**src/rtl/serial_cmp_pkg.sv**
```systemverilog
// Shared types for the two-line serial flow comparator and its result packer.
// Optional feature macro: PACKER_PARITY_EN (adds a parity bit to each FIFO entry).
package serial_cmp_pkg;

    // Word width the FIFO entry is sized for; the packer's W must match it.
    localparam int PACK_W = 8;
    // Width needed to hold a bit count from 0 to PACK_W inclusive.
    localparam int LEN_W  = $clog2(PACK_W + 1);

    // Comparator state codes.
    typedef enum logic [1:0] {
        CMP_IDLE,
        CMP_LOAD,
        CMP_COMPARE,
        CMP_DONE
    } cmp_state_t;

    // Packer FSM states.
    typedef enum logic {
        IDLE,
        FILL
    } packer_state_t;

    // One buffered result word.
    typedef struct packed {
        logic [PACK_W-1:0] data;
        logic [LEN_W-1:0]  len;
        logic              ovf;
`ifdef PACKER_PARITY_EN
        logic              par;
`endif
    } pack_entry_t;

endpackage

```
**src/rtl/serial_result_packer_if.sv**
```systemverilog
// Valid/ready result bus between the packer and the result sink.
// Optional feature macro: PACKER_PARITY_EN (adds out_par).
interface serial_result_packer_if import serial_cmp_pkg::*; #(
    parameter int W    = PACK_W,
    parameter int LW   = LEN_W
);
    logic          out_valid;
    logic          out_ready;
    logic [W-1:0]  out_data;
    logic [LW-1:0] out_len;
    logic          out_ovf;
`ifdef PACKER_PARITY_EN
    logic          out_par;
`endif

    modport master (
`ifdef PACKER_PARITY_EN
        output out_par,
`endif
        output out_valid,
        output out_data,
        output out_len,
        output out_ovf,
        input  out_ready
    );

    modport slave (
`ifdef PACKER_PARITY_EN
        input  out_par,
`endif
        input  out_valid,
        input  out_data,
        input  out_len,
        input  out_ovf,
        output out_ready
    );

endinterface

```
**src/rtl/result_fifo.sv**
```systemverilog
// Synchronous word FIFO for the result packer. A push while full is accepted
// only when a pop happens in the same cycle. Head reads zero while empty.
// Optional feature macro: PACKER_PARITY_EN (entry carries a parity bit).
module result_fifo import serial_cmp_pkg::*; #(
    parameter int DEPTH = 4
) (
    input  logic        clock,
    input  logic        reset,
    input  logic        push,
    input  pack_entry_t push_data,
    input  logic        pop,
    output pack_entry_t head,
    output logic        full,
    output logic        empty
);
    localparam int AW = $clog2(DEPTH);

    // Pointers carry one extra wrap bit so full and empty can be told apart.
    logic [AW:0] wr_ptr_q, wr_ptr_d;
    logic [AW:0] rd_ptr_q, rd_ptr_d;
    pack_entry_t mem_q [DEPTH];
    pack_entry_t mem_d [DEPTH];
    logic        do_push;
    logic        do_pop;

    assign empty   = (wr_ptr_q == rd_ptr_q);
    assign full    = (wr_ptr_q[AW] != rd_ptr_q[AW]) &&
                     (wr_ptr_q[AW-1:0] == rd_ptr_q[AW-1:0]);
    assign do_pop  = pop & ~empty;
    assign do_push = push & (~full | do_pop);
    assign head    = empty ? '0 : mem_q[rd_ptr_q[AW-1:0]];

    // Next storage and pointer values for the accepted push/pop.
    always_comb begin
        mem_d    = mem_q;
        wr_ptr_d = wr_ptr_q;
        rd_ptr_d = rd_ptr_q;
        if (do_push) begin
            mem_d[wr_ptr_q[AW-1:0]] = push_data;
            wr_ptr_d = wr_ptr_q + 1'b1;
        end
        if (do_pop) begin
            rd_ptr_d = rd_ptr_q + 1'b1;
        end
    end

    // Pointer registers; reset empties the FIFO.
    always_ff @(posedge clock) begin
        if (reset) begin
            wr_ptr_q <= '0;
            rd_ptr_q <= '0;
        end else begin
            wr_ptr_q <= wr_ptr_d;
            rd_ptr_q <= rd_ptr_d;
        end
    end

    // Entry storage; contents are only visible through head while non-empty.
    always_ff @(posedge clock) begin
        mem_q <= mem_d;
    end

endmodule

```
**src/rtl/serial_result_packer.sv**
```systemverilog
// Packs the comparator's per-cycle result bits LSB-first into words tagged with
// an overflow marker, buffers them and offers them on a valid/ready bus.
// Optional feature macro: PACKER_PARITY_EN (adds out_par on the result bus).
module serial_result_packer import serial_cmp_pkg::*; #(
    parameter int W     = PACK_W,
    parameter int DEPTH = 4,
    parameter int CW    = 8
) (
    input  logic                   clock,
    input  logic                   reset,
    input  logic                   bit_in,
    input  logic                   ovf_in,
    input  logic                   bit_vld,
    input  logic                   flush,
    serial_result_packer_if.master out_if,
    output logic [CW-1:0]          ovf_cnt,
    output logic [CW-1:0]          drop_cnt
);
    localparam int               IDX_W    = $clog2(W);
    localparam logic [LEN_W-1:0] LAST_IDX = LEN_W'(W - 1);

    packer_state_t    state_q, state_d;
    logic [LEN_W-1:0] cnt_q, cnt_d, cnt_inc;
    logic [W-1:0]     shreg_q, shreg_d, shreg_s;
    logic             word_ovf_q, word_ovf_d, word_ovf_s;
    logic [CW-1:0]    ovf_cnt_q, ovf_cnt_d;
    logic [CW-1:0]    drop_cnt_q, drop_cnt_d;
    logic             full_word;
    logic             push;
    logic             fifo_full;
    logic             fifo_empty;
    pack_entry_t      push_entry;
    pack_entry_t      head_entry;

    // State and word-assembly registers.
    always_ff @(posedge clock) begin
        if (reset) begin
            state_q    <= IDLE;
            cnt_q      <= '0;
            shreg_q    <= '0;
            word_ovf_q <= 1'b0;
            ovf_cnt_q  <= '0;
            drop_cnt_q <= '0;
        end else begin
            state_q    <= state_d;
            cnt_q      <= cnt_d;
            shreg_q    <= shreg_d;
            word_ovf_q <= word_ovf_d;
            ovf_cnt_q  <= ovf_cnt_d;
            drop_cnt_q <= drop_cnt_d;
        end
    end

    // Next FSM state: start filling on the first bit, idle after a flush-only push.
    always_comb begin
        state_d = state_q;
        case (state_q)
            IDLE:    if (bit_vld) state_d = FILL;
            FILL:    if (push && !bit_vld) state_d = IDLE;
            default: state_d = IDLE;
        endcase
    end

    // Sample this cycle's bit first, then decide whether a word leaves the packer.
    always_comb begin
        shreg_s = shreg_q;
        if (bit_vld) begin
            shreg_s[cnt_q[IDX_W-1:0]] = bit_in;
        end
        word_ovf_s = word_ovf_q | (bit_vld & ovf_in);
        cnt_inc    = bit_vld ? cnt_q + 1'b1 : cnt_q;
        full_word  = bit_vld && (cnt_q == LAST_IDX);
        push       = full_word || (flush && (cnt_inc != '0));

        push_entry      = '0;
        push_entry.data = shreg_s;
        push_entry.len  = cnt_inc;
        push_entry.ovf  = word_ovf_s;
`ifdef PACKER_PARITY_EN
        push_entry.par  = ^shreg_s;
`endif

        if (push) begin
            cnt_d      = '0;
            shreg_d    = '0;
            word_ovf_d = 1'b0;
        end else begin
            cnt_d      = cnt_inc;
            shreg_d    = shreg_s;
            word_ovf_d = word_ovf_s;
        end
    end

    // Saturating counters for overflow samples and words lost to a full FIFO.
    always_comb begin
        ovf_cnt_d  = ovf_cnt_q;
        drop_cnt_d = drop_cnt_q;
        if (bit_vld && ovf_in && (ovf_cnt_q != '1)) begin
            ovf_cnt_d = ovf_cnt_q + 1'b1;
        end
        if (push && fifo_full && !out_if.out_ready && (drop_cnt_q != '1)) begin
            drop_cnt_d = drop_cnt_q + 1'b1;
        end
    end

    result_fifo #(
        .DEPTH (DEPTH)
    ) u_fifo (
        .clock     (clock),
        .reset     (reset),
        .push      (push),
        .push_data (push_entry),
        .pop       (out_if.out_ready),
        .head      (head_entry),
        .full      (fifo_full),
        .empty     (fifo_empty)
    );

    assign out_if.out_valid = ~fifo_empty;
    assign out_if.out_data  = head_entry.data;
    assign out_if.out_len   = head_entry.len;
    assign out_if.out_ovf   = head_entry.ovf;
`ifdef PACKER_PARITY_EN
    assign out_if.out_par   = head_entry.par;
`endif
    assign ovf_cnt          = ovf_cnt_q;
    assign drop_cnt         = drop_cnt_q;

endmodule
```
**src/flat_wrapper.sv**
```systemverilog
// flat-port wrapper written by rule: the top's interface ports become plain ports
module serial_result_packer_flat import serial_cmp_pkg::*;
#(
    parameter int W     = PACK_W,
    parameter int DEPTH = 4,
    parameter int CW    = 8
)
  (clock, reset, bit_in, ovf_in, bit_vld, flush, ovf_cnt, drop_cnt, out_if_out_valid, out_if_out_data, out_if_out_len, out_if_out_ovf, out_if_out_ready);
  serial_result_packer_if #(.W(W)) out_if_i ();
  input  logic clock;
  input  logic reset;
  input  logic bit_in;
  input  logic ovf_in;
  input  logic bit_vld;
  input  logic flush;
  output logic [CW-1:0] ovf_cnt;
  output logic [CW-1:0] drop_cnt;
  output wire logic [$bits(out_if_i.out_valid)-1:0] out_if_out_valid;
  output wire logic [$bits(out_if_i.out_data)-1:0] out_if_out_data;
  output wire logic [$bits(out_if_i.out_len)-1:0] out_if_out_len;
  output wire logic [$bits(out_if_i.out_ovf)-1:0] out_if_out_ovf;
  input wire logic [$bits(out_if_i.out_ready)-1:0] out_if_out_ready;
  assign out_if_out_valid = out_if_i.out_valid;
  assign out_if_out_data = out_if_i.out_data;
  assign out_if_out_len = out_if_i.out_len;
  assign out_if_out_ovf = out_if_i.out_ovf;
  assign out_if_i.out_ready = out_if_out_ready;
  serial_result_packer #(.W(W), .DEPTH(DEPTH), .CW(CW)) u_core (.clock(clock), .reset(reset), .bit_in(bit_in), .ovf_in(ovf_in), .bit_vld(bit_vld), .flush(flush), .out_if(out_if_i), .ovf_cnt(ovf_cnt), .drop_cnt(drop_cnt));
endmodule
```
**config.mk**
```make
export PLATFORM = sky130hd
export DESIGN_NAME = serial_result_packer_flat
export DESIGN_NICKNAME = d
export VERILOG_FILES = /design/src/rtl/serial_cmp_pkg.sv /design/src/rtl/serial_result_packer_if.sv /design/src/rtl/result_fifo.sv /design/src/rtl/serial_result_packer.sv /design/src/flat_wrapper.sv
export SDC_FILE = /design/constraint.sdc
export NUM_CORES = 1
export LEC_CHECK = 0
export CAP_MARGIN = 25
export CORE_ASPECT_RATIO = 2
export CORE_UTILIZATION = 42
export DETAILED_ROUTE_END_ITERATION = 6
export PLACE_DENSITY = 0.61
export SLEW_MARGIN = 0
export SYNTH_ARGS = -nofsm -noshare
export SYNTH_HDL_FRONTEND = slang
export SYNTH_SLANG_ARGS = --single-unit
```
**constraint.sdc**
```tcl
create_clock -name clock -period 4.15 [get_ports clock]
set_input_delay 0.83 -clock clock [delete_from_list [all_inputs] [get_ports clock]]
set_output_delay 0.83 -clock clock [all_outputs]
set_load 0.05 [all_outputs]
```
After elaboration in Yosys (flattened, before gate mapping). Index checks and enable logic that the tools add are counted.

Register bits after elaboration: 87. Input bits: 7. Output and inout port bits: 30. Logic and storage cells: 70.

Add/subtract/negate cells: 5. $lt $le $gt $ge: 5. Eq/ne operators: 6. Muxes and demuxes: 12. Bitwise gates (word level): 9. Reductions and logical operators: 14.

Operator list (number): bitwise mux 52 bit (1); 2-to-1 mux 13 bit (4); binary-select mux 13 bit (select 2 bit) (1); demux 13 bit (select 2 bit) (1); adder 8 x 1 -> 8 bit (second input constant) (2); inequality test 8 bit (second input constant) (2); logical AND 1 bit (10); bitwise mux 8 bit (1); 2-to-1 mux 8 bit (1); adder 3 x 1 -> 3 bit (second input constant) (2); >= comparator 3 bit (second input constant) (2); inverter 2 -> 3 bit (2); adder 4 x 1 -> 4 bit (second input constant) (1); == test 4 x 3 -> 1 bit (second input constant) (1); < comparator 3 x 4 -> 1 bit (second input constant) (1); 2-to-1 mux 4 bit (1); nonzero test 4 bit (1); bitwise AND 1 bit (3); demux 1 bit (select 3 bit) (1); == test 3 bit (1); >= comparator 3 x 1 -> 1 bit (second input constant) (1); < comparator 3 x 1 -> 1 bit (second input constant) (1); == test 2 bit (1); inverter 1 bit (2); other kinds (6) (7).

Logic depth before layout (Yosys ltp). Gate-level depths: netlist (run 1).

Depth after elaboration: 8. Gate-level depth with buffers: 7. Depth with buffers taken out: 6.

Cells and area by module. Synthesis (run 1) repeated with hierarchy kept, for this count alone.

Cells, all modules: 286. Area total of the unflattened synthesis: 3858.7 um^2.

By module, submodules not included: result_fifo (times used 1, cells an instance 134, area each 2416.1 um^2, sequential area each 1681.6 um^2); serial_result_packer (times used 1, cells an instance 152, area each 1442.6 um^2, sequential area each 580.6 um^2).

Worst setup path before layout (run 1). No wires, ideal clock.

Path kind: input -> register. Start point: input bit_vld. End point: register u_core.u_fifo.wr_ptr_q[2]. Library setup time: 0.121 ns. Arrival: 3.169 ns. Data required time: 4.029 ns. Path slack: 0.860 ns. Stages: 6. Path buffers: 1. Cell sequence: buf_2 -> nand4_1 -> xnor2_2 -> a211oi_4 -> nor3b_1 -> mux2_2.

Cells in the longest elaborated chain, start to end: 5. Elaborated cells on any way between the ends: 6. Those cells by class: 1 x mux; 1 x bitwise; 4 x reduce/logical.

Ends and longest elaborated chain: start: declaration (RTL line flat_wrapper.sv:14) `input logic bit_vld;`; 2-to-1 mux 4 bit (RTL line serial_result_packer.sv:71) `cnt_inc = bit_vld ? cnt_q + 1'b1 : cnt_q;`; named net u_core.cnt_inc[3] (RTL line serial_result_packer.sv:23) `logic [LEN_W-1:0] cnt_q, cnt_d, cnt_inc;`; nonzero test 4 bit (RTL line serial_result_packer.sv:73) `push = full_word || (flush && (cnt_inc != '0));`; logical AND 1 bit (RTL line serial_result_packer.sv:73); logical OR 1 bit (RTL line serial_result_packer.sv:73); bitwise AND 1 bit (RTL line result_fifo.sv:30) `assign do_push = push & (~full | do_pop);`; end signal: assignment (RTL line result_fifo.sv:53) `wr_ptr_q <= wr_ptr_d;`; end: declaration (RTL line result_fifo.sv:19) `logic [AW:0] wr_ptr_q, wr_ptr_d;`.

The timed path passes the listed nets, and every way through them passes these cells. A chain may end at the register's enable or synchronous reset.

Worst setup path in the final report (run 1).
Start point: register u_core.u_fifo.rd_ptr_q[0]. End point: output out_if_out_len[3].

Cells in the longest elaborated chain, start to end: 5. Elaborated cells on any way between the ends: 6. Those cells by class: 1 x eq/ne; 4 x mux; 1 x bitwise.

Ends and longest elaborated chain: start: declaration (RTL line result_fifo.sv:20) `logic [AW:0] rd_ptr_q, rd_ptr_d;`; start signal: assignment (RTL line result_fifo.sv:54) `rd_ptr_q <= rd_ptr_d;`; inverter 2 -> 3 bit (implied by the code) (RTL line result_fifo.sv:31) `assign head = empty ? '0 : mem_q[rd_ptr_q[AW-1:0]];`; binary-select mux 13 bit (select 2 bit) (RTL line result_fifo.sv:31); 2-to-1 mux 13 bit (implied by the code) (2 in a row) (RTL line result_fifo.sv:31); 2-to-1 mux 13 bit * (RTL line result_fifo.sv:31); end: declaration (RTL line flat_wrapper.sv:20) `output wire logic [$bits(out_if_i.out_len)-1:0] out_if_out_len;`.

Every way passes the cells marked *; elsewhere a longest branch is shown, timed or not. The select of a mux whose other input is x is not followed.

==> results.tsv, run 1 <==
metric	value	unit
placer congestion estimate	0.736	
CP bufs+invs	2	
Fin. Hold Viols	0	
Placed Instances	406	
clock slew at the register clock pins of the worst setup and hold paths	60	ps
crit path from	u_core.u_fifo.rd_ptr_q[0]	
TritonCTS sink count	87	
antenna viol nets, final	0	
top cell type's share of synthesized area	0.413	
CTS H-tree lvls	3	
Post-synth EDFFs	52	
number of diodes	0	
WP data arrival	2660	ps
ys flop type	edfxtp_1	
Clk pwr share	0.378	
Pwr Density	480	nW/um^2
IO Pins	37	
Net Sw Frac	0.271	
Syn Area/Cell	13.7	um^2
Placeable Area	8710	um^2
initial antenna violation count	0	
Ys Warns	0	
synth unique cells	44	
Vias	2218	
Synth Area in Simple Gates	0.155	
mean routed wirelength per cell	17.1	um
RSZ-0062 raised after global routing	false	
total CTS buffers	9	
Async SR Flop Fraction	0	
TritonRoute pass-1 iters	4	
Switching Power	597	uW
Remaining Overflow, GRT	0	
Tmin final	3490	ps
Max-Cap Viols	0	
GRT Total Usage	0.170	
die area	9410	um^2
Port Buffers	36	
Post-Synthesis Net Count	290	
final setup vio count	0	
first-pass GRT wire length	11.8	mm
Post-Synth Adder-Cell Area	0.0265	
worst-margin pin slew	724	ps
Final Non-Filler Cells	422	
largest net degree at the start of global routing	27	
slowest stage delay, CP	700	ps
Starting Density	0.434	
CP Max Fanout	10	
Max clock buf depth	2	
area taken by multi-input logic gates	1430	um^2
Leak	0.00161	uW
outcome	finished, final reports clean	
Residual DRC	0	
Int Power	1600	uW
Post-Synth XOR/XNOR Area	0.0367	
post-synthesis cell count	275	
cts hold-fix bufs	0	
Filler cells	728	
Hold Startpoint	u_core.drop_cnt[7]	
flops & latches, synth	87	
crit-path leading delay family	buffers and inverters	
synth top area cells	edfxtp_1 (41%), dfxtp_1 (19%), mux4_2 (7.7%)	
Post-Route Skew	6.54	ps
register area share after synthesis	0.598	
Setup Fix Bufs, Post-CTS	0	
vias in the first global route	2253	
initial detailed-routing violation count	134	
sequential power share	0.437	
row cnt	48	
Slew HR	0.515	
Area Growth Syn to Fin	21.1	%
critical path class	register to primary output	
Combinational Power Share	0.185	
CP cell instances	buf_4 > mux4_2 > and2_1 > clkdlybuf4s50_1	
Max Slew Vio Count	0	
VDD IR max	0.234	mV
launch point of the worst reg-to-reg path	u_core.cnt_q[1]	
met1 wire length	2.71	mm
post-CTS sizing	0	
CP startpoint kind	register	
commonest non-fill, non-tap cell in the layout	edfxtp_1	
compound-cell area share of the yosys netlist	0.0324	
Hold Path Class	register to register	
Via density	5.26	
CTS tree	yes	
Die Wd	69.1	um
met3 wire length	178	um
final wirelength	7.20	mm
most frequent cells in the layout	edfxtp_1 (52), clkdlybuf4s50_1 (36), dfxtp_1 (35), nor2_1 (17), and2_1 (16)	
largest family of logic cells by synthesized area	simple AND/OR/NAND/NOR gates	
Die H	136	um
share of cells above drive strength 1	0.177	
mux cell area share after synthesis	0.126	
Clk Latency, worst-skew pair	340	ps
CP Capture Type	primary output	
Root Buffer	clkbuf_16	
fmax	286	MHz
met2 wire len	4.15	mm
Req. time, crit path	3320	ps
Highest Signal Layer	met4	
fin nets	332	
fin crit share	0.842	
HPWL Detailed	5.08	mm
Sum Neg Setup Slack	0	ps
post-synth top area cell	edfxtp_1	
Critical-path top delay cell	clkdlybuf4s50_1	
register area	2260	um^2
Mapped Area	3780	um^2
-- kinds of logic after synthesis --
kind of cell               Yosys count
and+or+nand+nor                    100
adders and majority gates            8
xor gates and xnor gates            15
AOI/OAI and AO/OA                   17
buffers and inverters               19
muxes                               29
DFF                                 87
-- layer usage --
| layer | vias up | global-route usage |
|---|---|---|
| li1 | 1088 | - |
| met1 | 1085 | 0.172 |
| met2 | 35 | 0.323 |
| met3 | 10 | 0.0341 |
| met4 | 0 | 0.0884 |
| met5 | - | 0 |
-- stage by stage --
stage | worst slack (ps) | instance area [um^2] | utilization | hold slack [ps] | power (uW)
floorplan | 860 | 3780 | - | 498 | 1270
global placement | 803 | 4260 | 0.490 | 483 | 1390
detailed placement | 739 | 4260 | 0.490 | 493 | 1400
CTS | 568 | 4580 | 0.526 | 511 | 2230
global route | 492 | 4580 | 0.526 | 531 | 2280
finish | 657 | 4580 | 0.526 | 512 | 2200
-- flip-flops by register name, summed over array words and instances, names as in the netlist --
name	count
u_core.u_fifo.mem_q	52
u_core.shreg_q	8
u_core.u_fifo.rd_ptr_q	3
u_core.ovf_cnt	8
u_core.word_ovf_q	1
u_core.drop_cnt	8
u_core.u_fifo.wr_ptr_q	3
u_core.cnt_q	4
-- cell usage after synthesis, types with 2 or more instances --
cell type and count:
and2_1 16, nor3b_1 4, buf_6 2, a21oi_1 6
buf_2 4, nand2b_1 3, nor3_1 6, ha_1 8
and2b_1 4, mux2_4 2, o31ai_1 5, xnor2_1 8
nand3_1 7, nand4b_1 2, inv_1 5, nand2_1 9
or4_1 5, nand4_1 4, xor2_1 6, o21ai_0 2
mux2i_1 3, or3_1 2, nor2_1 17, mux2_2 11
nor2b_1 13, mux4_2 13, clkbuf_1 6, edfxtp_1 52
dfxtp_1 35
-- worst paths after layout --
| kind | depth (start not counted) | endpoint | slack, ps |
|---|---|---|---|
| worst max-delay path | 4 | out_if_out_len[3] | 660 |
| worst min-delay path | 2 | u_core.drop_cnt[7] | 510 |
| worst max register to register | 8 | u_core.u_fifo.mem_q[27] | 1660 |
| worst min register to register | 2 | u_core.drop_cnt[7] | 510 |
-- worst reg2reg max path, cell delays in order (launching register included) --
cell and delay (ps):
dfxtp_1 570, ha_1 290, nand2_1 100, nor3b_1 360, a211oi_4 80, buf_4 210, nor2_1 190, and2_1 150
buf_4 220
-- power groups by stage --
| stage | registers [uW] | logic (uW) | clock network, uW |
|---|---|---|---|
| after floorplan | 972 | 297 | 0 |
| after global placement | 980 | 412 | 0 |
| after detailed placement | 982 | 416 | 0 |
| after CTS | 963 | 417 | 850 |
| after global routing | 965 | 435 | 885 |
| final | 962 | 407 | 831 |
-- layout make-up --
| cell class | instances | area share |
|---|---|---|
| sequential | 87 | 0.494 |
| multi-input combinational | 169 | 0.312 |
| timing repair buffer | 45 | 0.0934 |
| clock buffer | 10 | 0.0546 |
| tap | 100 | 0.0273 |
| clock inverter | 6 | 0.0148 |
| inverter | 5 | 0.00410 |
Note: power is estimated with default switching activity, not from simulation.
==> run 2: changes to the inputs <==
clock period = 3.3 ns   (was 4.15 ns; I/O delays follow)
==> run 2 against run 1 <==
Die area unchanged. Combinational power increased by 54%. Core utilization is 1.1 points higher. Power is 23% higher. Global-route usage fell by 1.1 points. Critical path type unchanged. Highest routed layer unchanged.
==> results.tsv, run 2 (same netlist as run 1, synthesis figures left out) <==
metric	value	unit	change
Die H	136	um	unchanged
GRT Total Usage	0.159		-0.0114
Placeable Area	8710	um^2	unchanged
RSZ-0062 raised after global routing	false		
Critical-path top delay cell	mux4_2		
largest reg by FF count	u_core.u_fifo.mem_q		
Starting Density	0.434		unchanged
die area	9410	um^2	unchanged
Setup Fix Bufs, Post-CTS	0		unchanged
share of cells above drive strength 1	0.215		+0.0384
crit-path leading delay family	multiplexers		
final hold slack	499	ps	-13.6 ps
Switching Power	735	uW	+23%
sequential power share	0.444		+0.007
placer congestion estimate	0.767		+4.2%
row cnt	48		unchanged
launch point of the worst reg-to-reg path	u_core.cnt_q[0]		
first-pass GRT wire length	11.1	mm	-6.2%
Tmin final	2670	ps	
Clk Latency, worst-skew pair	330	ps	about the same
CP Capture Type	primary output		
FF-to-FF End	u_core.u_fifo.mem_q[20]		
Req. time, crit path	2640	ps	-680 ps
Residual DRC	0		unchanged
Post-Route Skew	5.93	ps	-0.609 ps
largest net degree at the start of global routing	27		unchanged
outcome	finished, final reports clean		
Max-Cap Viols	0		unchanged
fin nets	335		+0.90%
CTS tree	yes		
CP bufs+invs	2		unchanged
vias in the first global route	2215		-1.7%
clock slew at the register clock pins of the worst setup and hold paths	60	ps	about the same
worst-margin pin slew	719	ps	-5.13 ps
VDD IR max	0.390	mV	+67%
Pwr Density	579	nW/um^2	+20%
Leak	0.00166	uW	+3.5%
Clk pwr share	0.324		-0.054
initial detailed-routing violation count	98		-27%
Port Buffers	36		unchanged
critical path class	register to primary output		
CP startpoint kind	register		
design area	4670	um^2	+2.0%
R2R Setup Slk	930	ps	-730 ps
crit path from	u_core.u_fifo.rd_ptr_q[0]		
CP Max Fanout	13		+3
Placed Area	4420	um^2	+3.6%
Fin. Hold Viols	0		unchanged
final setup vio count	0		unchanged
IO Pins	37		unchanged
cts hold-fix bufs	0		unchanged
Vias	2278		+2.7%
initial antenna violation count	0		unchanged
Max clock buf depth	2		unchanged
R2R cell count	8		unchanged
CTS H-tree lvls	3		unchanged
fin crit share	0.809		
Int Power	1970	uW	+23%
total CTS buffers	9		unchanged
Combinational Power Share	0.232		+0.047
Die Wd	69.1	um	unchanged
antenna viol nets, final	0		unchanged
Root Buffer	clkbuf_16		
number of diodes	0		unchanged
WP data arrival	2010	ps	-650 ps
CP Capture Point	out_if_out_len[3]		
CP cell instances	buf_4 > mux4_2 > and2_1 > buf_12		
HPWL Detailed	4.94	mm	-2.6%
Remaining Overflow, GRT	0		unchanged
Via density	5.36		+2.0%
fmax	374	MHz	
Largest register FFs	52		unchanged
post-CTS sizing	0		unchanged
Slew HR	0.519		+0.00344
most frequent cells in the layout	edfxtp_1 (52), dfxtp_1 (35), clkdlybuf4s50_1 (22), nor2_1 (17), and2_1 (16)		
TritonCTS sink count	87		unchanged
CP Depth	4		unchanged
Hold Path Class	register to register		
mean routed wirelength per cell	16.2	um	-5.2%
Sum Neg Setup Slack	0	ps	unchanged
Area Growth Syn to Fin	23.6	%	
slowest stage delay, CP	560	ps	-140 ps
TritonRoute pass-1 iters	4		unchanged
commonest non-fill, non-tap cell in the layout	edfxtp_1		
Net Sw Frac	0.272		+0.000451
final wirelength	6.87	mm	-4.6%
Max Slew Vio Count	0		unchanged
run 2: cell count changes in the layout (fill, tap and decap cells not counted), sizes merged:
cell / delta
buf: +17
bufinv: -1
clkbuf: +1
clkdlybuf4s50: -14
clkinv: +1
clkinvlp: -1
run 2: power groups by stage:
stage               combinational, uW  sequential (uW)  clock, uW
floorplan                         373             1220          0
global placement                  634             1220          0
detailed placement                638             1220          0
CTS                               639             1200        899
global route                      662             1200        935
finish                            627             1200        877
run 2: layer usage:
metal  global-route usage  part of all wire  up-vias
met4               0.0782             0.021        0
li1                     -                 -     1103
met2                0.307              0.59       35
met5                    0                 0        -
met1                0.157              0.37     1131
met3               0.0319             0.022        9
run 2: layout make-up:
class,instances,area [um^2]
clock buffer,11,233
clock inverter,5,25.0
fill,723,4030
inverter,5,18.8
multi-input combinational,169,1430
sequential,87,2260
tap,100,125
timing repair buffer,48,582
run 2: worst min-delay path by stage:
stage | from | cells past startpoint | slack [ps] | end
floorplan | u_core.u_fifo.rd_ptr_q[2] | 2 | 500 | u_core.u_fifo.rd_ptr_q[2]
global placement | u_core.drop_cnt[7] | 2 | 480 | u_core.drop_cnt[7]
detailed placement | u_core.drop_cnt[7] | 2 | 490 | u_core.drop_cnt[7]
CTS | u_core.drop_cnt[7] | 2 | 500 | u_core.drop_cnt[7]
global route | u_core.drop_cnt[7] | 2 | 550 | u_core.drop_cnt[7]
finish | u_core.drop_cnt[7] | 2 | 500 | u_core.drop_cnt[7]
run 2: stage by stage:
step            util  worst slack, ps  instances  total power [uW]
3_3_place_gp   0.506             69.2        408              1860
4_1_cts        0.537              577        425              2740
2_1_floorplan      -              180        275              1600
5_1_grt        0.537              481        425              2800
6_report       0.537              629        425              2700
3_5_place_dp   0.507              315        409              1860
run 2: worst register-to-register path: cells and delay by family, from the launching register on:
kind	cells	cell delay, ps
AOI/OAI and AO/OA	2	350
DFF	1	350
and+or+nand+nor	3	780
buffers and inverters	3	620
==> run 3: changes to the inputs <==
clock period = 2.66 ns   (was 3.3 ns; I/O delays follow)
==> run 3 against run 2 <==
Clock power rose by 31%. Via count increased by 0.61%. Routed wire length increased by 2.2%. Largest power group unchanged.
==> results.tsv, run 3 (same netlist as run 1, synthesis figures left out) <==
metric	value	unit	change
IO Pins	37		unchanged
hold-critical path endpoint	u_core.drop_cnt[7]		
total CTS buffers	9		unchanged
Via density	5.33		-0.56%
die area	9410	um^2	unchanged
Remaining Overflow, GRT	0		unchanged
commonest non-fill, non-tap cell in the layout	edfxtp_1		
Hold Startpoint	u_core.drop_cnt[7]		
launch point of the worst reg-to-reg path	u_core.cnt_q[1]		
GRT Total Usage	0.164		+0.00527
Hold Path Class	register to register		
Setup Fix Bufs, Post-CTS	0		unchanged
Placed Area	4530	um^2	+2.5%
Post-Place Worst Slack	-17.8	ps	-332 ps
final wirelength	7.02	mm	+2.2%
Max clock buf depth	2		unchanged
WP data arrival	1890	ps	-120 ps
Fin. Hold Viols	0		unchanged
Largest register FFs	52		unchanged
Leak	0.00172	uW	+3.2%
Final Non-Filler Cells	430		+1.2%
Req. time, crit path	2130	ps	-510 ps
fmax	412	MHz	
Residual DRC	0		unchanged
Clk Latency, worst-skew pair	340	ps	about the same
Root Buffer	clkbuf_16		
CP Max Fanout	13		unchanged
outcome	finished, final reports clean		
critical path class	register to primary output		
CTS H-tree lvls	3		unchanged
Die Wd	69.1	um	unchanged
fin crit share	0.912		
Area Growth Syn to Fin	27.0	%	
Port Buffers	36		unchanged
antenna viol nets, final	0		unchanged
CP startpoint kind	register		
Filler cells	712		-1.5%
most frequent cells in the layout	edfxtp_1 (52), dfxtp_1 (35), clkdlybuf4s50_1 (22), buf_12 (19), nor2_1 (17)		
initial antenna violation count	0		unchanged
R2R Setup Slk	340	ps	-590 ps
Placed Instances	414		+1.2%
mean routed wirelength per cell	16.3	um	+1.0%
largest reg by FF count	u_core.u_fifo.mem_q		
Max Slew Vio Count	0		unchanged
RSZ-0062 raised after global routing	false		
TritonRoute pass-1 iters	4		unchanged
vias in the first global route	2320		+4.7%
Placeable Area	8710	um^2	unchanged
CP Capture Type	primary output		
Slew HR	0.531		+0.0127
Die H	136	um	unchanged
fin nets	340		+1.5%
TritonCTS sink count	87		unchanged
worst-margin pin slew	700	ps	-19.0 ps
Final WS setup	234	ps	-395 ps
post-CTS sizing	0		unchanged
row cnt	48		unchanged
design area	4800	um^2	+2.8%
cts hold-fix bufs	0		unchanged
FF-to-FF End	u_core.drop_cnt[5]		
clock slew at the register clock pins of the worst setup and hold paths	60	ps	about the same
Max-Cap Viols	0		unchanged
share of cells above drive strength 1	0.233		+0.0179
Tmin final	2430	ps	
Starting Density	0.434		unchanged
Pwr Density	723	nW/um^2	+25%
HPWL Detailed	4.96	mm	+0.32%
largest net degree at the start of global routing	17		-37%
Vias	2292		+0.61%
placer congestion estimate	0.756		-1.5%
first-pass GRT wire length	11.5	mm	+4.2%
hold path depth	2		unchanged
final setup vio count	0		unchanged
Sum Neg Setup Slack	0	ps	unchanged
initial detailed-routing violation count	70		-29%
VDD IR max	0.302	mV	-22%
number of diodes	0		unchanged
R2R cell count	7		-1
CTS tree	yes		
Post-Route Skew	5.17	ps	-0.757 ps
run 3: cell count changes in the layout (fill, tap and decap cells not counted), sizes merged:
cell,change
clkinv,-2
clkbuf,+2
buf,+5
run 3: cell type report:
| class | instances | area, um^2 | share of cell area |
|---|---|---|---|
| flip-flops and latches | 87 | 2260 | 0.471 |
| multi-input cells | 169 | 1430 | 0.297 |
| repair buffers | 53 | 691 | 0.144 |
| clock buffers | 13 | 260 | 0.0542 |
| well taps | 100 | 125 | 0.0260 |
| inverters | 5 | 18.8 | 0.00391 |
| clock inverters | 3 | 17.5 | 0.00365 |
run 3: worst max-delay path, stage by stage, from the launching register on:
cell	delay [ps]
dfxtp_1	460
buf_12	210
mux4_2	520
and2_1	200
buf_12	150
run 3: where the power goes:
| group | switching (uW) | leakage, uW | internal [uW] |
|---|---|---|---|
| Clock | 474 | 0.000136 | 680 |
| Sequential | 26.4 | 0.000781 | 1470 |
| Combinational | 430 | 0.000799 | 393 |
| Total | 930 | 0.00172 | 2540 |
run 3: per-stage QoR:
| stage | hold WS, ps | power [uW] | util |
|---|---|---|---|
| 3_5_place_dp | 498 | 2360 | 0.520 |
| 6_report | 523 | 3470 | 0.552 |
| 3_3_place_gp | 483 | 2350 | 0.520 |
| 2_1_floorplan | 498 | 1980 | - |
| 5_1_grt | 536 | 3590 | 0.552 |
| 4_1_cts | 514 | 3510 | 0.552 |
run 3: layer usage:
layer / wire length, um / part of all wire / up-vias / GRT usage
li1: - / - / 1111 / -
met3: 232 / 0.033 / 8 / 0.0385
met1: 2650 / 0.38 / 1130 / 0.170
met5: 0 / 0 / - / 0
met2: 4000 / 0.57 / 43 / 0.306
met4: 139 / 0.020 / 0 / 0.0782
run 3: worst max path at each step:
| stage | start | to | slack (ps) | depth (start not counted) |
|---|---|---|---|---|
| finish | u_core.u_fifo.rd_ptr_q[0] | out_if_out_len[2] | 230 | 4 |
| global route | u_core.cnt_q[1] | u_core.drop_cnt[5] | 140 | 7 |
| CTS | u_core.u_fifo.rd_ptr_q[0] | out_if_out_len[2] | 200 | 4 |
| detailed placement | bit_vld | u_core.drop_cnt[5] | -20 | 7 |
| global placement | bit_vld | u_core.u_fifo.mem_q[0] | 50 | 7 |
| floorplan | bit_vld | u_core.u_fifo.wr_ptr_q[2] | 160 | 6 |
